## src/rtl/uart_rx.sv

```systemverilog
// 8N1 UART receiver: two-flop input synchronizer, mid-bit sampling FSM,
// registered byte output with single-cycle completion / framing-error strobes.
module uart_rx #(
    parameter int CLKS_PER_BIT = 434
) (
    input  logic       clk,
    input  logic       rst_n,
    input  logic       rxd,
    output logic [7:0] rx_data,
    output logic       rx_complete,
    output logic       rx_error
);

    localparam int HALF_BIT = CLKS_PER_BIT / 2;
    localparam int CNT_W    = $clog2(CLKS_PER_BIT);
    localparam logic [CNT_W-1:0] HALF_LAST = CNT_W'(HALF_BIT - 1);
    localparam logic [CNT_W-1:0] BIT_LAST  = CNT_W'(CLKS_PER_BIT - 1);

    typedef enum logic [2:0] {
        IDLE,
        START,
        DATA,
        STOP,
        BREAK
    } state_t;

    state_t           state;
    state_t           state_next;
    logic             rxd_meta;
    logic             rxd_s;
    logic [CNT_W-1:0] cnt;
    logic [2:0]       idx;
    logic [7:0]       shift;
    logic             shift_en;
    logic             frame_ok;
    logic             frame_bad;

    always_ff @(posedge clk) begin
        if (!rst_n) begin
            rxd_meta <= 1'b1;
            rxd_s    <= 1'b1;
        end else begin
            rxd_meta <= rxd;
            rxd_s    <= rxd_meta;
        end
    end

    always_ff @(posedge clk) begin
        if (!rst_n) begin
            state <= IDLE;
        end else begin
            state <= state_next;
        end
    end

    always_comb begin
        state_next = state;
        shift_en   = 1'b0;
        frame_ok   = 1'b0;
        frame_bad  = 1'b0;
        case (state)
            IDLE: begin
                if (!rxd_s) begin
                    state_next = START;
                end
            end
            START: begin
                // Start bit must still be low at its midpoint, otherwise it was a glitch.
                if (cnt == HALF_LAST) begin
                    state_next = rxd_s ? IDLE : DATA;
                end
            end
            DATA: begin
                if (cnt == BIT_LAST) begin
                    shift_en = 1'b1;
                    if (idx == 3'd7) begin
                        state_next = STOP;
                    end
                end
            end
            STOP: begin
                if (cnt == BIT_LAST) begin
                    if (rxd_s) begin
                        frame_ok   = 1'b1;
                        state_next = IDLE;
                    end else begin
                        frame_bad  = 1'b1;
                        state_next = BREAK;
                    end
                end
            end
            BREAK: begin
                if (rxd_s) begin
                    state_next = IDLE;
                end
            end
            default: begin
                state_next = IDLE;
            end
        endcase
    end

    always_ff @(posedge clk) begin
        if (!rst_n) begin
            cnt         <= '0;
            idx         <= '0;
            shift       <= '0;
            rx_data     <= 8'h00;
            rx_complete <= 1'b0;
            rx_error    <= 1'b0;
        end else begin
            rx_complete <= frame_ok;
            rx_error    <= frame_bad;

            // Bit timer restarts on every state change and at each data-bit boundary.
            if (state_next != state || shift_en) begin
                cnt <= '0;
            end else if (state == START || state == DATA || state == STOP) begin
                cnt <= cnt + 1'b1;
            end else begin
                cnt <= '0;
            end

            if (state == START && state_next == DATA) begin
                idx <= '0;
            end else if (shift_en) begin
                idx <= idx + 3'd1;
            end

            if (shift_en) begin
                shift <= {rxd_s, shift[7:1]};
            end

            if (frame_ok) begin
                rx_data <= shift;
            end
        end
    end

endmodule

```

## config.mk

```make
export PLATFORM = sky130hd
export DESIGN_NAME = uart_rx
export DESIGN_NICKNAME = d
export VERILOG_FILES = /design/src/rtl/uart_rx.sv
export SDC_FILE = /design/constraint.sdc
export NUM_CORES = 1
export LEC_CHECK = 0
export ABC_CLOCK_PERIOD_IN_PS = 1880
export CAP_MARGIN = 15
export CORE_UTILIZATION = 50
export CTS_CLUSTER_DIAMETER = 40
export DETAILED_ROUTE_END_ITERATION = 10
export PLACE_DENSITY = 0.73
export SLEW_MARGIN = 0
export SYNTH_ARGS = -nofsm -noshare
export SYNTH_HDL_FRONTEND = slang
export SYNTH_SLANG_ARGS = --single-unit
```

## constraint.sdc

```tcl
create_clock -name clk -period 1.88 [get_ports clk]
set_clock_uncertainty 0.15 [all_clocks]
set_input_delay 0.47 -clock clk [delete_from_list [all_inputs] [get_ports clk]]
set_output_delay 0.47 -clock clk [all_outputs]
set_load 0.02 [all_outputs]
```

After elaboration in Yosys (flattened, before gate mapping)
Cells that the tools add are included.

Bits in registers: 35. Input port bits: 3. Output and inout port bits: 10. Logic and storage cells: 45.

Add/subtract/negate cells: 2. Equality and inequality tests: 9. Muxes and demuxes: 15. Bitwise gates (word level): 2. Reduce and logical (&&, ||, !) cells: 8.

Operators by type and width (count): 3-bit 2-to-1 mux (7); 3-bit case mux with 5 select lines (1); 9-bit by 1-bit adder with 9-bit output, second input constant (1); 3-bit by 2-bit equality test with 1-bit output, second input constant (3); 9-bit by 8-bit equality test with 1-bit output, second input constant (1); 9-bit equality test, second input constant (1); 3-bit equality test, second input constant (2); 1-bit 2-to-1 mux (6); 3-bit by 1-bit adder with 3-bit output, second input constant (1); 3-bit by 1-bit equality test with 1-bit output, second input constant (1); 3-bit zero test (1); 1-bit logical OR (3); 3-bit != test (1); 3-bit AND reduction (1); 3-bit OR reduction (1); 2-bit 2-to-1 mux (1); 1-bit NOT (2); 2-bit OR reduction (1); 1-bit logical AND (1).

Logic depth before layout (Yosys ltp)
Depth after elaboration: 7. Mapped depth: 8. Depth with buffers taken out: 7.

Worst setup path before layout
OpenSTA, ideal clock, no wires.

Kind: register -> register. Start: register cnt[6]. End: register rx_data[0]. Setup time: 0.116 ns. Arrival time: 1.512 ns. Data required time: 1.614 ns. Setup slack: 0.102 ns. Stages on the path, launching flop included: 8. Path buffers: 2. Period minus slack after synthesis: 1.778 ns. Cells stage by stage: dfxtp_1 > nor4bb_1 > and4_1 > buf_4 > and4_1 > buf_6 > mux2i_1 > nor2b_1.

Word-level cells in the longest chain between the ends: 3.

Ends and longest elaborated chain: from (decl) (RTL line 31) `logic [CNT_W-1:0] cnt;`; from (signal assigned) (RTL line 119) `cnt <= cnt + 1'b1;`; 9-bit equality test (RTL line 82) `if (cnt == BIT_LAST) begin`; 1-bit 2-to-1 mux (RTL line 82); 1-bit 2-to-1 mux (RTL line 61) `case (state)`; to (signal assigned) (RTL line 135) `rx_data <= shift;`; to (decl) (RTL line 9) `output logic [7:0] rx_data,`.

No other way between the ends. A chain may end at the register's enable or synchronous reset.

Worst setup path in the final report
Start: register cnt[6]. End: register cnt[6].

Word-level cells in the longest chain between the ends: 6. Elaborated cells on any way between the ends: 12. Classes of those cells: add/sub (1); eq/ne (3); mux (6); reduce/logical (2).

Ends and longest elaborated chain: 9-bit equality test or 9-bit by 8-bit equality test with 1-bit output (tied branches) (RTL line 74, 82, 69); 3-bit 2-to-1 mux, on equally long branches (RTL line 82, 69, 74); 3-bit case mux with 5 select lines (RTL line 61); 3-bit != test (RTL line 116) `if (state_next != state || shift_en) begin`; 1-bit logical OR (RTL line 116); 3-bit OR reduction (no line).

Several ways; a longest one is shown, not always the timed one.

==> reports/qor.yml <==
dp_hpwl_mm: 2.13
ctsHoldBuffers: 0
hold_start: "rxd_meta$_SDFF_PN1_"
grt_max_degree: 16
finalCriticalPeriod_ns: 1.82
initial_core_util: 0.541
routed.top_layer: "met4"
synth_top_area_cell: "dfxtp_1"
synth.most_common_cell: "dfxtp_1"
drt-initial-drc-count: 46
synth.top_cell.area_share: 0.462
critical_path_required_ns: 1.96
synth-adder-area-share: 0.0413
tightest_slew_ns: 0.429
antenna_found_initial: 0
worst-path-max-fanout: 7
wl_mm: 2.98
maxCapViolations: 0
cts.sinks: 35
synthFlopType: "dfxtp_1"
synth_area_sq_mm: 0.00152
cts_buffer_depth: 2
synth_edf_count: 0
path_clk_slew_ns: 0.11
p_leak_nw: 0.764
met1_length_mm: 1.37
violations: "DRC"
routed-wl-met2_mm: 1.40
grt_pass1_wl_mm: 5.03
ys_warn_count: 0
viasPerCell: 5.35
synthTopCellsByArea: "dfxtp_1, nand2_1, mux2i_1"
grt_pass1_vias: 1150
wl_per_cell_um: 13.2
worstHoldPathCells: 1
synthCells: 160
grt_overflow: 0
finalPower_mw: 1.36
clock.fmax_mhz: 551
yosys_register_bits: 35
ys_types: 35
yosys.area_share.simple: 0.276
r2r_slack_ns: 0.06
ir_drop_mv: 0.586
drt-pass1-iter-count: 7
via_count: 1209
root_buffer: "clkbuf_4"
synth-async-reset-ratio: 0
rsz0062_at_grt: "yes"
dr_wl_met3_um: 126
grtUsageTotal: 0.206
cts_made_buffers: 5
synth_top_family_by_area: "simple AND/OR/NAND/NOR gates"
hold_path_class: "flip-flop to flip-flop"
synthMuxAreaShare: 0.0528
io_pins: 13
r2r-start: "cnt[6]$_SDFF_PP0_"
slew_headroom: 0.714
chipWidth_um: 57.1
path_class: "flip-flop to flip-flop"
yosys-top-cells-count: "dfxtp_1, nand2_1, nor2b_1"
final_layout_size_suffix_gt1_frac: 0.226
syn-mean-instance-area_sq_um: 9.48
startpoint_type: "flip-flop"
core-area_sq_mm: 0.00281
status: "finished with violations"
diodes: 0
crit_arrival_ns: 1.90
synth_nets: 168
finalCritPeriodShare: 0.966
worst_r2r_endpoint: "cnt[6]$_SDFF_PP0_"
hold_ws_ns: 0.269
end_kind: "flip-flop"
finalSetupViolations: 0
postRouteAntennaNets: 0
die_area_sq_mm: 0.00326
cts_tree: "done"
reg2reg_depth: 7
drc_errors: 4
synth_compound_gate_area_share: 0.0899
synth-xor-area-share: 0.0462
min_to: "rxd_s$_SDFF_PN1_"
finalHoldViolCount: 0
h-tree-depth: 2
std_cell_rows: 19
dieHeight_um: 57.1
synthToLayoutAreaGrowth_pct: 28.1
place_congestion: 0.880
slew_viol_final: 0
yosysSeqAreaShare: 0.462
power.density_mw_per_mm2: 701
place.port_buffers: 12
clock_latency_ns: 0.34
layout.nets: 202
placed cells by master (no fill, tap or decap), types with 2 or more instances in the layout:
master / instances
a21boi_1: 7
a21boi_2: 2
a21oi_1: 2
and2_1: 2
and3_1: 2
and4_4: 2
buf_4: 17
buf_6: 4
clkbuf_4: 5
clkdlybuf4s50_1: 2
dfxtp_1: 32
dfxtp_2: 3
dlygate4sd2_1: 10
ha_1: 5
inv_1: 3
mux2i_1: 8
nand2_1: 22
nand2b_1: 5
nand3_1: 6
nand4_1: 2
nor2_1: 7
nor2b_1: 11
nor3_1: 5
nor3_2: 2
o21a_1: 2
xnor2_1: 2
xor2_1: 6
sequential cells by signal, indices dropped and copies added (netlist names):
| signal | cells |
|---|---|
| cnt | 9 |
| state | 3 |
| rxd_s | 1 |
| rx_error | 1 |
| shift | 8 |
| idx | 3 |
| rx_complete | 1 |
| rxd_meta | 1 |
| rx_data | 8 |
power breakdown:
| group | total (mW) | leakage [nW] | switching [mW] | internal, mW |
|---|---|---|---|---|
| Clock | 0.562 | 0.0482 | 0.248 | 0.314 |
| Combinational | 0.0522 | 0.431 | 0.0269 | 0.0253 |
| Sequential | 0.747 | 0.284 | 0.00224 | 0.745 |
| Total | 1.36 | 0.764 | 0.277 | 1.08 |
per-layer routing:
layer	track usage	vias up
li1	-	614
met4	0.136	0
met1	0.251	558
met2	0.319	27
met5	0	-
met3	0.0567	10
final cells by class:
| type | count | area (sq um) |
|---|---|---|
| well taps | 31 | 38.8 |
| inverters | 3 | 11.3 |
| flip-flops and latches | 35 | 704 |
| clock buffers | 6 | 51.3 |
| repair buffers | 33 | 280 |
| fillers | 234 | 863 |
| clock inverters | 2 | 35.0 |
| multi-input cells | 116 | 821 |
critical path, cell delays in order (launching register included):
cell      delay [ns]
dfxtp_2         0.35
nor4bb_4        0.31
and4_4          0.29
buf_4           0.12
a31oi_2         0.09
a22oi_1         0.16
buf_4           0.19
nor3_1          0.06
kinds of logic after synthesis:
| kind of cell | Yosys count |
|---|---|
| adder cells (fa/ha/maj) | 5 |
| flip-flops | 35 |
| multiplexers | 8 |
| AND/OR/NAND/NOR | 76 |
| XOR/XNOR | 8 |
| buffers and inverters | 9 |
| AO/OA/AOI/OAI | 19 |
stage by stage:
step	std cells	TNS (ns)	instance area, sq um	worst slack, ns	utilization
CTS	226	0	1890	0.00152	0.673
global route	226	-0.119	1940	-0.0190	0.692
floorplan	160	0	1520	0.102	-
finish	226	0	1940	0.0640	0.692
global placement	216	-0.422	1780	-0.0735	0.635
detailed placement	216	-2.25	1780	-0.219	0.635
worst max-delay path by stage:
stage | endpoint | slack [ns] | start
after floorplan | rx_data[0]$_SDFFE_PN0P_ | 0.10 | cnt[6]$_SDFF_PP0_
after global placement | rx_data[0]$_SDFFE_PN0P_ | -0.07 | cnt[8]$_SDFF_PP0_
after detailed placement | rx_data[2]$_SDFFE_PN0P_ | -0.22 | cnt[8]$_SDFF_PP0_
after CTS | rx_data[2]$_SDFFE_PN0P_ | 0.002 | cnt[8]$_SDFF_PP0_
after global routing | rx_data[4]$_SDFFE_PN0P_ | -0.02 | cnt[5]$_SDFF_PP0_
final | cnt[6]$_SDFF_PP0_ | 0.06 | cnt[6]$_SDFF_PP0_
timing repair:
item / 4_1_cts / 5_1_grt
gates cloned: 0 / 0
buffers inserted: 2 / 0
setup endpoints to repair: 39 / 27
pin swaps: 1 / 6
hold endpoints to repair: 0 / 0
gates resized for setup: 14 / 15
(Power assumes the default switching activity.)
